## src/rtl/clb_cfg_pkg.sv

```systemverilog
// Shared types and constants for the CLB configuration controller.
// Latency: n/a (declarations only).
// Backpressure: n/a.
package clb_cfg_pkg;

    localparam int FRAME_BYTES = 5;   // bytes per CLB frame
    localparam int SEL_BYTE    = 4;   // frame byte carrying the mode select
    localparam int LUT_BITS    = 32;  // 5-input LUT init width

    typedef enum logic [2:0] {
        ST_IDLE  = 3'd0,
        ST_LOAD  = 3'd1,
        ST_CHECK = 3'd2,
        ST_DONE  = 3'd3,
        ST_ERROR = 3'd4
    } cfg_state_e;

    // CLB index width; a single CLB still needs a 1-bit counter.
    function automatic int clb_idx_w(input int n);
        return (n > 1) ? $clog2(n) : 1;
    endfunction

endpackage

```

## src/rtl/clb_cfg_shadow.sv

```systemverilog
// Shadow bank: NUM_CLB x 5 bytes, byte-addressed writes, full parallel read-out.
// Latency: write visible on read-out one cycle after the write edge.
// Backpressure: none; every asserted wr_en is stored.
module clb_cfg_shadow
    import clb_cfg_pkg::*;
#(
    parameter int NUM_CLB   = 4,
    parameter int CLB_IDX_W = 2,
    parameter int SEL_W     = 2
) (
    input  logic                          clk,
    input  logic                          rst,
    input  logic                          wr_en,
    input  logic [CLB_IDX_W-1:0]          wr_clb,
    input  logic [2:0]                    wr_byte,
    input  logic [7:0]                    wr_dat,
    output logic [NUM_CLB*LUT_BITS-1:0]   rd_lut,
    output logic [NUM_CLB*SEL_W-1:0]      rd_sel
);

    localparam int DEPTH = NUM_CLB * FRAME_BYTES;

    logic [7:0] bank_q [DEPTH];
    logic [7:0] bank_d [DEPTH];

    // Write the addressed byte; all other bytes hold.
    always_comb begin
        bank_d = bank_q;
        for (int c = 0; c < NUM_CLB; c++) begin
            for (int b = 0; b < FRAME_BYTES; b++) begin
                if (wr_en && (int'(wr_clb) == c) && (int'(wr_byte) == b)) begin
                    bank_d[c*FRAME_BYTES + b] = wr_dat;
                end
            end
        end
    end

    // Bank storage; cleared on reset so a partial load never survives.
    always_ff @(posedge clk or posedge rst) begin
        if (rst) begin
            for (int i = 0; i < DEPTH; i++) begin
                bank_q[i] <= '0;
            end
        end else begin
            bank_q <= bank_d;
        end
    end

    // Parallel read-out: LUT bytes little-endian, select from the low bits of byte 4.
    always_comb begin
        rd_lut = '0;
        rd_sel = '0;
        for (int c = 0; c < NUM_CLB; c++) begin
            for (int k = 0; k < LUT_BITS/8; k++) begin
                rd_lut[c*LUT_BITS + 8*k +: 8] = bank_q[c*FRAME_BYTES + k];
            end
            rd_sel[c*SEL_W +: SEL_W] = bank_q[c*FRAME_BYTES + SEL_BYTE][SEL_W-1:0];
        end
    end

endmodule

```

## src/rtl/clb_cfg_ctrl.sv

```systemverilog
// CLB configuration controller: byte stream -> shadow bank -> XOR check -> atomic commit.
// Latency: commit and done/err visible right after the checksum transfer edge.
// Backpressure: cfg_ready is registered from state only; high in LOAD/CHECK, one byte per cycle.
module clb_cfg_ctrl
    import clb_cfg_pkg::*;
#(
    parameter int NUM_CLB = 4,
    parameter int SEL_W   = 2
) (
    input  logic                        clk,
    input  logic                        rst,
    input  logic                        start,
    input  logic [7:0]                  cfg_data,
    input  logic                        cfg_valid,
    output logic                        cfg_ready,
    output logic [NUM_CLB*LUT_BITS-1:0] lut_init,
    output logic [NUM_CLB*SEL_W-1:0]    clb_sel,
    output logic                        clb_en,
    output logic                        busy,
    output logic                        done,
    output logic                        err
);

    localparam int                   CLB_IDX_W = clb_idx_w(NUM_CLB);
    localparam logic [CLB_IDX_W-1:0] LAST_CLB  = CLB_IDX_W'(NUM_CLB - 1);
    localparam logic [2:0]           LAST_BYTE = 3'(SEL_BYTE);

    cfg_state_e                   state_q, state_d;
    logic [2:0]                   byte_idx_q, byte_idx_d;
    logic [CLB_IDX_W-1:0]         clb_idx_q, clb_idx_d;
    logic [7:0]                   acc_q, acc_d;
    logic [NUM_CLB*LUT_BITS-1:0]  lut_q, lut_d;
    logic [NUM_CLB*SEL_W-1:0]     sel_q, sel_d;
    logic                         cfg_ready_q, cfg_ready_d;
    logic                         clb_en_q, clb_en_d;
    logic                         busy_q, busy_d;
    logic                         done_q, done_d;
    logic                         err_q, err_d;

    logic                         xfer;
    logic                         wr_en;
    logic [NUM_CLB*LUT_BITS-1:0]  shadow_lut;
    logic [NUM_CLB*SEL_W-1:0]     shadow_sel;

    assign xfer = cfg_valid && cfg_ready_q;

    clb_cfg_shadow #(
        .NUM_CLB   (NUM_CLB),
        .CLB_IDX_W (CLB_IDX_W),
        .SEL_W     (SEL_W)
    ) u_shadow (
        .clk     (clk),
        .rst     (rst),
        .wr_en   (wr_en),
        .wr_clb  (clb_idx_q),
        .wr_byte (byte_idx_q),
        .wr_dat  (cfg_data),
        .rd_lut  (shadow_lut),
        .rd_sel  (shadow_sel)
    );

    // Next state, counters, running XOR and commit decision.
    always_comb begin
        state_d    = state_q;
        byte_idx_d = byte_idx_q;
        clb_idx_d  = clb_idx_q;
        acc_d      = acc_q;
        lut_d      = lut_q;
        sel_d      = sel_q;
        wr_en      = 1'b0;

        unique case (state_q)
            ST_LOAD: begin
                if (xfer) begin
                    wr_en = 1'b1;
                    acc_d = acc_q ^ cfg_data;
                    if (byte_idx_q == LAST_BYTE) begin
                        byte_idx_d = '0;
                        if (clb_idx_q == LAST_CLB) begin
                            state_d = ST_CHECK;
                        end else begin
                            clb_idx_d = clb_idx_q + CLB_IDX_W'(1);
                        end
                    end else begin
                        byte_idx_d = byte_idx_q + 3'd1;
                    end
                end
            end
            ST_CHECK: begin
                if (xfer) begin
                    if (cfg_data == acc_q) begin
                        // Last frame byte landed in the shadow a cycle ago, so it is complete.
                        lut_d   = shadow_lut;
                        sel_d   = shadow_sel;
                        state_d = ST_DONE;
                    end else begin
                        state_d = ST_ERROR;
                    end
                end
            end
            default: begin
                // IDLE, DONE, ERROR: only start matters; stray bytes are dropped.
                if (start) begin
                    state_d    = ST_LOAD;
                    byte_idx_d = '0;
                    clb_idx_d  = '0;
                    acc_d      = '0;
                end
            end
        endcase

        cfg_ready_d = (state_d == ST_LOAD) || (state_d == ST_CHECK);
        busy_d      = cfg_ready_d;
        done_d      = (state_d == ST_DONE);
        err_d       = (state_d == ST_ERROR);
        clb_en_d    = (state_d == ST_DONE);
    end

    // FSM state, datapath and registered outputs.
    always_ff @(posedge clk or posedge rst) begin
        if (rst) begin
            state_q     <= ST_IDLE;
            byte_idx_q  <= '0;
            clb_idx_q   <= '0;
            acc_q       <= '0;
            lut_q       <= '0;
            sel_q       <= '0;
            cfg_ready_q <= 1'b0;
            clb_en_q    <= 1'b0;
            busy_q      <= 1'b0;
            done_q      <= 1'b0;
            err_q       <= 1'b0;
        end else begin
            state_q     <= state_d;
            byte_idx_q  <= byte_idx_d;
            clb_idx_q   <= clb_idx_d;
            acc_q       <= acc_d;
            lut_q       <= lut_d;
            sel_q       <= sel_d;
            cfg_ready_q <= cfg_ready_d;
            clb_en_q    <= clb_en_d;
            busy_q      <= busy_d;
            done_q      <= done_d;
            err_q       <= err_d;
        end
    end

    assign cfg_ready = cfg_ready_q;
    assign lut_init  = lut_q;
    assign clb_sel   = sel_q;
    assign clb_en    = clb_en_q;
    assign busy      = busy_q;
    assign done      = done_q;
    assign err       = err_q;

endmodule

```

## config.mk

```make
export PLATFORM = sky130hd
export DESIGN_NAME = clb_cfg_ctrl
export DESIGN_NICKNAME = d
export VERILOG_FILES = /design/src/rtl/clb_cfg_pkg.sv /design/src/rtl/clb_cfg_shadow.sv /design/src/rtl/clb_cfg_ctrl.sv
export SDC_FILE = /design/constraint.sdc
export NUM_CORES = 1
export LEC_CHECK = 0
export BUFFER_PORTS_ARGS = -buffer_cell sky130_fd_sc_hd__buf_4
export CAP_MARGIN = 20
export CORE_MARGIN = 4
export CORE_UTILIZATION = 50
export DETAILED_ROUTE_END_ITERATION = 7
export GPL_TIMING_DRIVEN = 0
export PLACE_DENSITY = 0.8
export SLEW_MARGIN = 15
export SYNTH_ARGS = -nofsm -noshare
export SYNTH_HDL_FRONTEND = slang
export SYNTH_SLANG_ARGS = --single-unit
```

## constraint.sdc

```tcl
create_clock -name clk -period 10.1 [get_ports clk]
set_input_delay 2.02 -clock clk [delete_from_list [all_inputs] [get_ports clk]]
set_output_delay 2.02 -clock clk [all_outputs]
set_load 0.1 [all_outputs]
```

# Yosys cells after proc, flatten, opt, wreduce, memory -nomap -nowiden
# Index checks and enable logic that the tools add are counted.
dict set report totals {
  ff_bits 291
  inputBits 12
  word_cells 105
}
dict set report op_classes {
  n_addsub 2
  n_eq_ne 19
  n_mux 21
  bitwise_logic 2
  reduce_logical 32
}
# cell count
set op_table {}
lappend op_table {{$mux W3} 9}
lappend op_table {{$logic_and A1 B1 Y1} 25}
lappend op_table {{$mux W8} 2}
lappend op_table {{$pmux W8 S2} 1}
lappend op_table {{$eq A3 B3 Y1 const B} 5}
lappend op_table {{$eq A3 B2 Y1 const B} 4}
lappend op_table {{$pmux W3 S2} 2}
lappend op_table {{$eq A8 B8 Y1} 1}
lappend op_table {{$mux W2} 4}
lappend op_table {{$xor A8 B8 Y8} 1}
lappend op_table {{$eq A2 B2 Y1 const B} 3}
lappend op_table {{$eq A3 B1 Y1 const B} 2}
lappend op_table {{$ne A2 B2 Y1 const B} 3}
lappend op_table {{$reduce_and A3 Y1} 2}
lappend op_table {{$reduce_and A5 Y1} 1}
lappend op_table {{$pmux W2 S2} 1}
lappend op_table {{$add A3 B1 Y3 const B} 1}
lappend op_table {{$logic_not A3 Y1} 1}
lappend op_table {{$add A2 B1 Y2 const B} 1}
lappend op_table {{$eq A2 B1 Y1 const B} 1}
lappend op_table {{$logic_not A2 Y1} 1}
lappend op_table {{$mux W1} 2}
lappend op_table {{$reduce_bool A2 Y1} 1}
lappend op_table {{$logic_or A1 B1 Y1} 1}
lappend op_table {{$not A1 Y1} 1}

# Logic depth before layout (Yosys ltp)
dict set report depth {
  depth_word 7
  depth_mapped 7
  mapped_depth_nobuf 6
}

# Hierarchy
# From an unflattened synthesis, not the netlist that was laid out.
dict set report unflattened {
  hier_cells 725
  area_unflattened_um2 11866.4
}
# mod n_inst cells_each area_each_um2 seq_area_each_um2
set by_module_without_submodules {}
lappend by_module_without_submodules {clb_cfg_ctrl 1 405 6640.1 3878.7}
lappend by_module_without_submodules {clb_cfg_shadow 1 320 5226.3 3403.3}

# Worst setup path before layout
# Ideal clock, no wire load.
dict set report synth_path {
  path_kind {input-to-reg}
  start {input port cfg_data[5]}
  end {register lut_q[10] (netlist: lut_init[10])}
  setup_ps 125
  t_arrival_ps 3518
  setup_slack_ps 6456
  path_stages 7
  path_cell_list {clkbuf_1 xnor2_1 nand4_1 nor3_2 buf_2 buf_4 mux2_2}
}
dict set report synth_between {
  elab_chain_len 2
}
# element line
set synth_lines {}
lappend synth_lines {{start: declaration} clb_cfg_ctrl.sv:13} ;# input logic [7:0] cfg_data,
lappend synth_lines {{$eq A8 B8 Y1} clb_cfg_ctrl.sv:91} ;# if (cfg_data == acc_q) begin
lappend synth_lines {{$reduce_and A3 Y1 (no source line)} -}
lappend synth_lines {{end signal: assignment} clb_cfg_ctrl.sv:138} ;# lut_q <= lut_d;
lappend synth_lines {{end: declaration} clb_cfg_ctrl.sv:32} ;# logic [NUM_CLB*LUT_BITS-1:0] lut_q, lut_d;
# Every way passes these cells.
# A chain may end at the register's enable or synchronous reset.

# Worst setup path after layout
dict set report layout_path {
  start {input port cfg_data[2]}
  end {register lut_q[14] (netlist: lut_init[14])}
}
# Same word-level chain as after synthesis.

==> flow_summary.ini <==
[floorplan]
num_rows = 55
pin_count = 153
die_y_um = 160
placeableCoreArea_sq_um = 22600
die_w_um = 160
die_area_sq_um = 25500
start_util_pct = 50.9

[yosys]
synthesis.area_sq_um = 11500
synthTopCellsByArea = dfrtp_1 63%, mux2_2 27%, buf_4 0.98%
syn_nets = 755
synth_seq_cells = 291
synth_area_per_cell_sq_um = 15.7
async_reset_ff_share_pct = 100
synth_top_area_share_pct = 63.2
yosysTopAreaCell = dfrtp_1
yosysSeqAreaShare_pct = 63.2
ys_types = 39
synth_ff_type = dfrtp_1
synth_edf_count = 0
yosysWarnings = 0
synthCells = 734

[timing]
drv_slew = 0
setup_violations = 0
period_share_pct = 39.0
slew_headroom_pct = 45.1
finClkSkew_ps = 8.37
period_minus_slack_ps = 3940
rsz0062_at_grt = no
worst_slew_pin_slew_ps = 818
holdWs_ps = 492
hold_violations = 0
fmaxAchievable_ghz = 0.254

[power]
p_seq_share_pct = 48.7
clockPowerShare_pct = 35.5
pwr-share-comb_pct = 15.8
power_mw = 3.26
p_int_mw = 2.44
irDropWorstVdd_mv = 0.138
p_leak_nw = 7.09
powerDensity_nw_per_um2 = 231
netSwitchingFraction_pct = 25.3
p_switching_mw = 0.825

[setup_path]
r2r_cells = 7
path_max_fanout = 10
criticalPathCategory = input pin to flip-flop
timing.rr.start = state_q[1]
arrival_ps = 4360
reg2reg_slack_ps = 7560
crit_path_end_kind = flip-flop
r2r_end = lut_init[14]
cp.required_ps = 10520
startpoint_type = input pin

[global_routing]
grt_pass1_wl_um = 40200
grt_antenna_before_repair = 0
grt_remaining_overflow = 0
grt_usage_pct = 19.6
grt_max_degree = 114
grt_pass1_vias = 7021

[cts]
clk_pin_slew_ps = 60
tritoncts = done
clock_latency_ps = 540
clock_sinks = 291
hold_buffers = 0
cts.htree.levels = 1
cts-root-buf = clkbuf_16
post-cts-setup-buffer-count = 0
cts_resized = 0
clockBufferDepth = 3
numCtsBuffers = 30

[routing]
vias = 6495
wl_met1_um = 10800
dr.pass1.iters = 4
wire_per_inst_um = 20.1
wl_um = 24500
routed.top_layer = met4
drt_iter0_markers = 373
dr_wl_met3_um = 1810
met2WireLength_um = 11400
post_drt_via_cell_ratio = 5.32
ant_nets = 0
drc_errors = 0

[run_status]
status = finished clean

[layout]
insertedDiodeCount = 0
final_common_cell = dfrtp_1
fin_nets = 934
final_cell_mix = 291 x dfrtp_1, 272 x mux2_2, 160 x buf_4, 31 x clkbuf_16, 21 x clkbuf_1
fin_cells = 1221
area_delta_synth_final_pct = 22.3
drive_gt1_share_pct = 55.3

[worst_hold_path]
worstHoldStart = acc_q[3]
min_to = acc_q[3]
min_path_type = flip-flop to flip-flop
holdPathStages = 1

[place]
placed_cells = 1166
place.gp.congestion = 0.807
dpl.hpwl_um = 16300
io_buffers = 145

[job]
maxCapViolations = 0
-- power by group through the flow --
stage	combinational (mW)	clock, mW	sequential (mW)
6_report	0.514	1.16	1.59
5_1_grt	0.571	1.23	1.62
4_1_cts	0.523	1.18	1.59
3_5_place_dp	0.517	0	1.61
3_3_place_gp	0.490	0	1.59
2_1_floorplan	0.424	0	1.56
-- area by class of cell --
type | instances | area (sq um)
repair buffers | 147 | 1140
flip-flops and latches | 291 | 7280
plain buffers | 43 | 245
fillers | 1660 | 8550
clock inverters | 15 | 186
multi-input cells | 392 | 3960
inverters | 8 | 37.5
clock buffers | 40 | 880
well taps | 285 | 357
-- stage by stage --
step / utilization [%] / TNS, ps / area [sq um] / setup WS (ps)
final: 62.2 / 0 / 14100 / 6160
after detailed placement: 57.5 / 0 / 13000 / 5670
after global placement: 57.2 / -830640 / 13000 / -2870
after floorplan: - / 0 / 11500 / 45.9
after global routing: 62.2 / 0 / 14100 / 6060
after CTS: 62.2 / 0 / 14100 / 6190
-- how the worst max path moves through the flow --
stage	depth (start not counted)	startpoint	end	slack [ps]
floorplan	1	rst	acc_q[0]	50
global placement	2	rst	lut_init[42]	-2870
detailed placement	7	cfg_data[7]	lut_init[14]	5670
CTS	7	cfg_data[2]	lut_init[14]	6190
global route	7	cfg_data[2]	lut_init[14]	6060
finish	7	cfg_data[2]	lut_init[14]	6160
-- cells in the mapped netlist (all sizes together), types with 3 or more instances --
library cell,instances
xnor2,8
mux2,273
mux2i,10
nand3,7
clkbuf,19
a21oi,10
inv,8
buf,24
o21ai,6
nor2,17
ha,9
nor3b,3
dfrtp,291
nand2,29
-- registers in the layout (all words and copies together), names as in the netlist --
name	flops
done	1
u_shadow.rd_sel	8
clb_idx_q	2
busy	1
err	1
state_q	3
clb_sel	8
byte_idx_q	3
lut_init	128
acc_q	8
u_shadow.rd_lut	128
-- metal layers --
metal,global-route usage (%),up-vias
met5,0,-
met4,5.09,0
met3,5.68,44
met2,30.9,177
met1,26.9,3345
li1,-,2929
-- cells by family (layout without fill, tap and decap cells) --
logic type	Yosys count	count (layout)	share of synthesized area [%]
compound gates	22	22	1.11
fa+ha+maj	9	9	0.978
xor+xnor	8	8	0.608
simple gates	70	70	4.12
buf+inv	51	253	2.39
flops	291	291	63.2
mux	283	283	27.6
-- critical path, cell delays in order --
cell and delay, ps:
clkbuf_1 570, xnor2_1 190, nand4_1 190, nor3_2 350, buf_2 420, buf_4 270
mux2_2 360
Note: power is estimated with default switching activity, not from simulation.
